$ cat src/rtl/reg_dst_pipe.sv
// rtl/reg_dst_pipe.sv - destination-register select, write pipeline and RAW hazard detect
// Optional retired-write counter is built only when REG_DST_STATS_EN is defined.
module reg_dst_pipe #(
    parameter int ADDR_W   = 5,
    parameter int DEPTH    = 3,
    parameter int LINK_REG = 31,
    localparam int SW      = $clog2(DEPTH + 1)
) (
    input  logic              clk,
    input  logic              reset,
    input  logic              stall,
    input  logic              flush,
    input  logic [ADDR_W-1:0] rt_addr,
    input  logic [ADDR_W-1:0] rd_addr,
    input  logic [1:0]        reg_dst,
    input  logic              reg_write_in,
    input  logic [ADDR_W-1:0] src_a_addr,
    input  logic [ADDR_W-1:0] src_b_addr,
    output logic [ADDR_W-1:0] wb_addr,
    output logic              wb_we,
    output logic              hazard_a,
    output logic              hazard_b,
    output logic [SW-1:0]     hazard_a_stage,
    output logic [SW-1:0]     hazard_b_stage,
    output logic [31:0]       wb_count
);

    localparam logic [ADDR_W-1:0] LINK_ADDR = ADDR_W'(LINK_REG);

    logic [ADDR_W-1:0] sel_addr_raw;
    logic [ADDR_W-1:0] sel_addr;
    logic              sel_we;

    // Index 0 is stage 1 (youngest), index DEPTH-1 feeds write-back.
    logic [ADDR_W-1:0] addr_q [DEPTH];
    logic [ADDR_W-1:0] addr_d [DEPTH];
    logic              we_q   [DEPTH];
    logic              we_d   [DEPTH];

    logic [SW-1:0]     hz_a_stage;
    logic [SW-1:0]     hz_b_stage;

    always_comb begin
        sel_addr_raw = rt_addr;
        case (reg_dst)
            2'd0:    sel_addr_raw = rt_addr;
            2'd1:    sel_addr_raw = rd_addr;
            2'd2:    sel_addr_raw = LINK_ADDR;
            default: sel_addr_raw = '0;
        endcase
        sel_we   = reg_write_in && (reg_dst != 2'd3) && (sel_addr_raw != '0);
        sel_addr = sel_we ? sel_addr_raw : '0;
    end

    always_comb begin
        for (int k = 0; k < DEPTH; k++) begin
            addr_d[k] = addr_q[k];
            we_d[k]   = we_q[k];
        end
        if (stall) begin
            if (flush) begin
                addr_d[0] = '0;
                we_d[0]   = 1'b0;
            end
        end else begin
            for (int k = 1; k < DEPTH; k++) begin
                addr_d[k] = addr_q[k-1];
                we_d[k]   = we_q[k-1];
            end
            addr_d[0] = flush ? '0 : sel_addr;
            we_d[0]   = flush ? 1'b0 : sel_we;
        end
    end

    always_ff @(posedge clk) begin
        if (reset) begin
            for (int k = 0; k < DEPTH; k++) begin
                addr_q[k] <= '0;
                we_q[k]   <= 1'b0;
            end
        end else begin
            for (int k = 0; k < DEPTH; k++) begin
                addr_q[k] <= addr_d[k];
                we_q[k]   <= we_d[k];
            end
        end
    end

    // Scan oldest to youngest so the youngest match is the value left standing.
    always_comb begin
        hz_a_stage = '0;
        hz_b_stage = '0;
        for (int k = DEPTH - 1; k >= 0; k--) begin
            if (we_q[k] && (addr_q[k] == src_a_addr) && (src_a_addr != '0))
                hz_a_stage = SW'(k + 1);
            if (we_q[k] && (addr_q[k] == src_b_addr) && (src_b_addr != '0))
                hz_b_stage = SW'(k + 1);
        end
    end

    assign hazard_a_stage = hz_a_stage;
    assign hazard_b_stage = hz_b_stage;
    assign hazard_a       = (hz_a_stage != '0);
    assign hazard_b       = (hz_b_stage != '0);

    assign wb_addr = addr_q[DEPTH-1];
    assign wb_we   = we_q[DEPTH-1];

`ifdef REG_DST_STATS_EN
    logic [31:0] wb_count_q;
    logic [31:0] wb_count_d;

    // A stalled write-back stage still writes the register file every cycle.
    assign wb_count_d = wb_we ? wb_count_q + 32'd1 : wb_count_q;

    always_ff @(posedge clk) begin
        if (reset)
            wb_count_q <= '0;
        else
            wb_count_q <= wb_count_d;
    end

    assign wb_count = wb_count_q;
`else
    assign wb_count = '0;
`endif

endmodule

$ cat config.mk
export PLATFORM = sky130hd
export DESIGN_NAME = reg_dst_pipe
export DESIGN_NICKNAME = d
export VERILOG_FILES = /design/src/rtl/reg_dst_pipe.sv
export SDC_FILE = /design/constraint.sdc
export NUM_CORES = 1
export LEC_CHECK = 0
export ABC_AREA = 1
export BUFFER_PORTS_ARGS = -buffer_cell sky130_fd_sc_hd__buf_4
export CAP_MARGIN = 20
export CORE_MARGIN = 2
export CORE_UTILIZATION = 40
export DETAILED_ROUTE_END_ITERATION = 10
export GPL_TIMING_DRIVEN = 0
export PLACE_DENSITY = 0.7
export SYNTH_ARGS = -nofsm -noshare
export SYNTH_HDL_FRONTEND = slang
export SYNTH_SLANG_ARGS = --single-unit
$ cat constraint.sdc
create_clock -name clk -period 1.1 [get_ports clk]
set_clock_uncertainty 0.1 [all_clocks]
set_input_delay 0.055 -clock clk [delete_from_list [all_inputs] [get_ports clk]]
set_output_delay 0.055 -clock clk [all_outputs]
set_load 0.01 [all_outputs]
==> out/qor.txt, run 1 <==
Status = finished, violations left
Failing checks = setup timing
Clock sinks = 18
Top delay family on crit path = flip-flops
R2r setup slk = 0.06 ns
Initial Utilization = 41.93%
Antenna Nets Post-Route = 0
CP bufs+invs = 4
LEAKAGE = 1.183 nW
Port bufs = 37
Startpoint Class = flop
Total number of vias = 1587
Peak VDD IR = 443.5 µV
CTS tree = done
Largest family of logic cells by synthesized area = simple AND/OR/NAND/NOR gates
Gate Count Post-Synth = 248
Beginning of the critical path = addr_q[0][1]$_SDFFE_PP0P_
Post-synthesis mux area share = 0%
Instance count on the critical path = 8
Global-route wire length before repair = 5.927 mm
First-pass DRT Iterations = 4
R2R Path End = addr_q[0][3]$_SDFFE_PP0P_
Syn-to-layout area delta = 40.94%
Slowest CP cell = dfxtp_2
Setup CP Type = flop to output pin
Post-synthesis cell type count = 23
Final period util = 140.8%
# rows = 22
Max frequency = 645.8 MHz
Setup violations, final = 6
I/O Pins = 71
# diodes = 0
Critical Path RT = 0.94 ns
Critical path fanouts, max = 3
Worst R2R Start = addr_q[0][3]$_SDFFE_PP0P_
Total Routing Usage GR = 17.47%
Fin util = 59.09%
Dpl hpwl = 2.944 mm
Post-route DRC = 0
Post-Syn Area = 0.001546 mm²
Worst setup path end = hazard_b
Nets@finish = 356
Avg Cell Area, Syn = 6.236 µm²
Vias/cell = 4.221
Setup TNS = -2.560 ns
WP data arrival = 1.39 ns
Simple-gate area share of the yosys netlist = 29.21%
Adder-Cell Fraction of Synth Area = 0%
Core area = 0.003689 mm²
Share of the yosys chip area belonging to registers = 23.30%
Post-route setup slack = -0.4484 ns
Synth Warn # = 0
Crit path time final = 1.548 ns
Share of layout cells above drive strength 1 = 35.67%
Crit path cell chain = inv_2 > buf_6 > a21oi_2 > nand2_1 > nor3_2 > inv_1 > nand2_1 > buf_6
#FFs+latches synth = 18
PD cells = 814.8 mW/mm²
Initial antenna violation count = 0
Gp weighted congestion = 0.8965
1st-iter DRT viols = 38
Fin. max-slew vios = 0
Complex-gate fraction of the synthesized area = 12.86%
Total Wirelength = 3.666 mm
Full die area = 0.004380 mm²
RSZ-0062 raised after global routing = yes
Worst Setup End Kind = output pin
Xor and xnor area share after synthesis = 7.362%
Die X = 66.18 µm
Final hold viol count = 0
Clock transition at path regs = 0.07 ns
Die Y = 66.18 µm
Wire per inst = 9.750 µm
H-Tree Depth = 1
Hold path startpoint = stall
Root Driver = clkbuf_8
Vias in the first global route = 1412
Maximum clock insertion buffer count = 2
Largest net degree at the start of global routing = 11
Cts bufs inserted = 3
Worst path max stage delay = 0.36 ns
Worst Reg-to-Reg Cells = 4
Max-cap violations = 0
Clk Latency, worst-skew pair = 0.26 ns
Hold WC Path Type = primary input to flop
GR Overflow Total = 0
metrics by stage:
| step | std cells | power, mW | instance area [µm²] | hold slack (ns) | worst slack [ns] |
|---|---|---|---|---|---|
| 5_1_grt | 376 | 1.870 | 2180 | 0.06412 | -0.5584 |
| 2_1_floorplan | 279 | 1.058 | 1668 | 0.1829 | -0.04567 |
| 6_report | 376 | 1.776 | 2180 | 0.03086 | -0.4484 |
| 3_5_place_dp | 364 | 1.219 | 2006 | 0.2784 | -0.1994 |
| 3_3_place_gp | 364 | 1.215 | 2006 | 0.2732 | -0.1878 |
| 4_1_cts | 375 | 1.770 | 2155 | 0.03006 | -0.4639 |
layout by cell type (no fill, tap or decap), types with 7 or more instances in the layout:
master	instances
buf_4	75
nand2_1	53
nor2_1	41
conb_1	32
inv_1	25
dfxtp_2	11
xor2_1	10
a211oi_1	10
nand4_1	8
inv_2	7
a21oi_1	7
cell type report:
type | instances | area (µm²)
fill | 393 | 1509
multi-input combinational | 188 | 895.9
sequential | 18 | 389.1
timing repair buffer | 45 | 361.6
buffer | 41 | 297.8
inverter | 32 | 120.1
tap | 48 | 60.06
clock buffer | 4 | 55.05
state kept, by name, indices dropped and copies added (netlist names):
name / cells
addr_q: 15
we_q: 3
cell usage after synthesis:
cell type,count,area (µm²)
a21oi_2,1,8.760
clkbuf_2,1,5.000
nor3_2,1,10.01
o22ai_1,4,25.02
o211ai_1,1,7.510
dfxtp_1,18,360.4
buf_4,37,277.8
o21ai_0,7,35.03
a22oi_1,1,7.510
xnor2_1,3,26.28
inv_1,31,116.4
conb_1,1,3.750
xor2_1,10,87.58
nor2_1,43,161.4
nand4_1,8,50.05
a21oi_1,8,40.04
a211oi_1,10,75.07
nor2_2,1,6.260
buf_2,3,15.01
nand3_1,3,15.01
nand2_1,54,202.7
inv_2,1,3.750
or2_1,1,6.260
metal layers:
layer	GRT usage, %	wire [µm]	share of wire, %
met3	2.726	187	5.1
met2	32.13	1768	48
met1	20.00	1651	45
met5	0	0	0
met4	6.633	59	1.6
power by group:
group	total (mW)	internal, mW	switching (mW)
sequential	0.701	0.674	0.0271
combinational	0.530	0.264	0.266
clock	0.545	0.319	0.226
worst register-to-register path: cells and delay by family (launching register included):
family,cells,cell delay (ns)
AO/OA/AOI/OAI,1,0.16
AND/OR/NAND/NOR,1,0.05
flip-flops,1,0.36
buffers and inverters,2,0.25
repair_timing:
action	CTS	global route
pin swaps	8	4
endpoints found under the setup margin	6	7
gates resized for setup	25	10
hold endpoints to repair	2	0
buffers inserted	5	1
hold buffers	2	0
kinds of logic (layout without fill, tap and decap cells):
kind of cell           count (synthesis)  after routing
other                                  1             32
AO/OA/AOI/OAI                         32             32
XOR/XNOR                              13             13
flip-flops                            18             18
AND/OR/NAND/NOR                      111            111
buffers and inverters                 73            122
how the worst min path moves through the flow:
stage	slack, ns	endpoint	cells after the start
finish	0.03	addr_q[0][14]$_SDFFE_PP0N_	4
global route	0.06	addr_q[0][14]$_SDFFE_PP0N_	4
CTS	0.03	addr_q[0][14]$_SDFFE_PP0N_	4
detailed placement	0.28	addr_q[0][8]$_SDFFE_PP0N_	2
global placement	0.27	addr_q[0][5]$_SDFFE_PP0N_	2
floorplan	0.18	we_q[0][0]$_SDFFE_PP0P_	3
Power figures use the tool's default switching activity.
==> run 2, diff against run 1 <==
--- a/config.mk
+++ b/config.mk
@@ -12,7 +12,7 @@
 export CORE_UTILIZATION = 40
 export DETAILED_ROUTE_END_ITERATION = 10
 export GPL_TIMING_DRIVEN = 0
-export PLACE_DENSITY = 0.7
+export PLACE_DENSITY = 0.67
 export SYNTH_ARGS = -nofsm -noshare
 export SYNTH_HDL_FRONTEND = slang
 export SYNTH_SLANG_ARGS = --single-unit
==> constraint.sdc (replaced) <==
create_clock -name clk -period 1.9 [get_ports clk]
set_clock_uncertainty 0.1 [all_clocks]
set_input_delay 0.095 -clock clk [delete_from_list [all_inputs] [get_ports clk]]
set_output_delay 0.095 -clock clk [all_outputs]
set_load 0.01 [all_outputs]
==> run 2 against run 1 <==
Effect of this change: the flow now finishes without violations; hold slack gained 0.0056 ns; via count fell by 2.3%; setup slack improved by 0.66 ns; register-to-register slack gained 0.97 ns; sequential share of layout area is 0.32 points lower; count of clock-buffer cells in the layout is the same; combinational power decreased by 45%; sequential cell count stayed put; die area unchanged; critical endpoint is now hazard_b_stage[0]; first-iteration DRC count up 140%; global-route usage down 1.3 points; clock power decreased by 43%.
==> out/qor.txt, run 2 (synthesized netlist as in run 1, its figures left out) <==
# rows = 22 (unchanged)
Slowest CP cell = dfxtp_1
Die Y = 66.18 µm (unchanged)
Syn-to-layout area delta = 32.93%
Max-cap violations = 0 (unchanged)
Final hold viol count = 0 (unchanged)
Design area = 0.002056 mm² (-5.7%)
Placed cell area = 0.002001 mm² (-0.25%)
Status = finished, final reports clean
Global-route wire length before repair = 5.478 mm (-7.6%)
Critical path fanouts, max = 5 (+2)
Share of layout cells above drive strength 1 = 26.88% (-8.8 points)
Post-CTS sizing = 0 (-100%)
Largest net degree at the start of global routing = 11 (unchanged)
Number of flip-flops in the largest register = 15 (unchanged)
RSZ-0062 raised after global routing = no
Gp weighted congestion = 0.8534 (-4.8%)
Hold WC Path Type = primary input to flop
Initial Utilization = 41.93% (unchanged)
Setup TNS = 0 ns (+2.560 ns)
Total number of vias = 1551 (-2.3%)
Antenna Nets Post-Route = 0 (unchanged)
# diodes = 0 (unchanged)
Setup violations, final = 0 (-6)
Clock power frac = 30.8% (about the same)
# hold bufs at CTS = 0 (-2)
H-Tree Depth = 1 (unchanged)
CP bufs+invs = 3 (-1)
Fin. max-slew vios = 0 (unchanged)
Peak VDD IR = 187.6 µV (-58%)
Clk Latency, worst-skew pair = 0.25 ns (about the same)
Startpoint Class = flop
Comb pwr share = 28.8% (-1.1 points)
Setup CP Type = flop to output pin
1st-iter DRT viols = 93 (+140%)
Worst path max stage delay = 0.44 ns (+0.08 ns)
I/O Pins = 71 (unchanged)
Wire per inst = 9.215 µm (-5.5%)
Fillers = 385 (-2.0%)
Vias/cell = 4.215 (-0.14%)
Crit path time final = 1.688 ns
Clock sinks = 18 (unchanged)
Dpl hpwl = 2.887 mm (-1.9%)
Largest regs = addr_q: 15 flops, we_q: 3 flops
Crit path cell chain = inv_1 > nand2_1 > nand2_1 > a21oi_1 > nand2_1 > nor3_2 > inv_1 > nand2_1 > buf_4
Post-route DRC = 0 (unchanged)
Critical Path RT = 1.70 ns (+0.76 ns)
Pint = 0.7198 mW (-43%)
Largest Register = addr_q
Maximum clock insertion buffer count = 2 (unchanged)
GR Overflow Total = 0 (unchanged)
Total Wirelength = 3.391 mm (-7.5%)
Die X = 66.18 µm (unchanged)
PD cells = 490.7 mW/mm² (-40%)
Core area = 0.003689 mm² (unchanged)
Full die area = 0.004380 mm² (unchanged)
Nets@finish = 348 (-2.2%)
Max frequency = 592.3 MHz
Port bufs = 37 (unchanged)
Most common cell after layout, fill and taps aside = buf_4
Final period util = 88.86%
Power Total = 1.009 mW (-43%)
Cts bufs inserted = 3 (unchanged)
LEAKAGE = 1.133 nW (-4.2%)
Flop pwr share = 40.4% (+0.9 points)
Initial antenna violation count = 0 (unchanged)
Worst Setup End Kind = output pin
Post CTS Setup Buffer Count = 0 (-5)
Switching share of power = 28.65% (-0.60 points)
Psw = 0.2890 mW (-44%)
Most frequent cells in the layout = buf_4, nand2_1, nor2_1
WP data arrival = 1.49 ns (+0.10 ns)
CTS tree = done
Root Driver = clkbuf_8
Vias in the first global route = 1322 (-6.4%)
Top delay family on crit path = simple AND/OR/NAND/NOR gates
First-pass DRT Iterations = 4 (unchanged)
Clock transition at path regs = 0.07 ns (about the same)
Total Routing Usage GR = 16.13% (-1.3 points)
Crit path top cell by count = nand2_1
-- run 2: changes by cell type in the layout (fill, tap and decap cells not counted), sizes merged --
| cell | before | now |
|---|---|---|
| dlygate4sd3 | 2 | 0 |
| buf | 83 | 77 |
-- run 2: stage by stage --
stage	hold WS (ns)	setup WS (ns)	std cells	util, %
detailed placement	0.3094	0.5039	364	54.24
global placement	0.3067	0.5081	364	54.24
finish	0.03643	0.2117	368	55.73
CTS	0.03846	0.2188	368	55.73
global route	0.05170	0.03701	368	55.73
floorplan	0.2229	0.7038	279	-
-- run 2: power by group through the flow --
stage	Combinational, mW	Clock [mW]	Sequential (mW)
3_3_place_gp	0.287	0	0.417
6_report	0.291	0.310	0.408
5_1_grt	0.324	0.332	0.411
3_5_place_dp	0.289	0	0.416
4_1_cts	0.290	0.317	0.408
2_1_floorplan	0.199	0	0.413
-- run 2: final timing paths --
kind,slack [ns],cells past startpoint,end,startpoint
hold reg to reg,0.38,2,addr_q[0][11]$_SDFFE_PP0N_,addr_q[0][6]$_SDFFE_PP0N_
setup reg to reg,1.03,2,addr_q[0][5]$_SDFFE_PP0N_,addr_q[0][0]$_SDFFE_PP0P_
hold / removal,0.04,2,addr_q[0][8]$_SDFFE_PP0N_,reset
setup / recovery,0.21,9,hazard_b_stage[0],addr_q[0][0]$_SDFFE_PP0P_
-- run 2: layout make-up --
cell class	count	area, µm²	area share (%)
sequential	18	360.3	17.53
multi-input combinational	188	884.6	43.03
timing repair buffer	37	277.8	13.51
inverter	32	120.1	5.843
buffer	41	297.8	14.49
clock buffer	4	55.05	2.678
tap	48	60.06	2.921
-- run 2: metal layers --
layer / share of wire, % / vias up / GRT usage (%) / routed length (µm)
li1: - / 853 / - / -
met1: 45 / 630 / 18.78 / 1537
met2: 46 / 61 / 28.38 / 1554
met3: 6.8 / 7 / 1.533 / 231
met4: 2.0 / 0 / 9.439 / 68
met5: 0 / - / 0 / 0
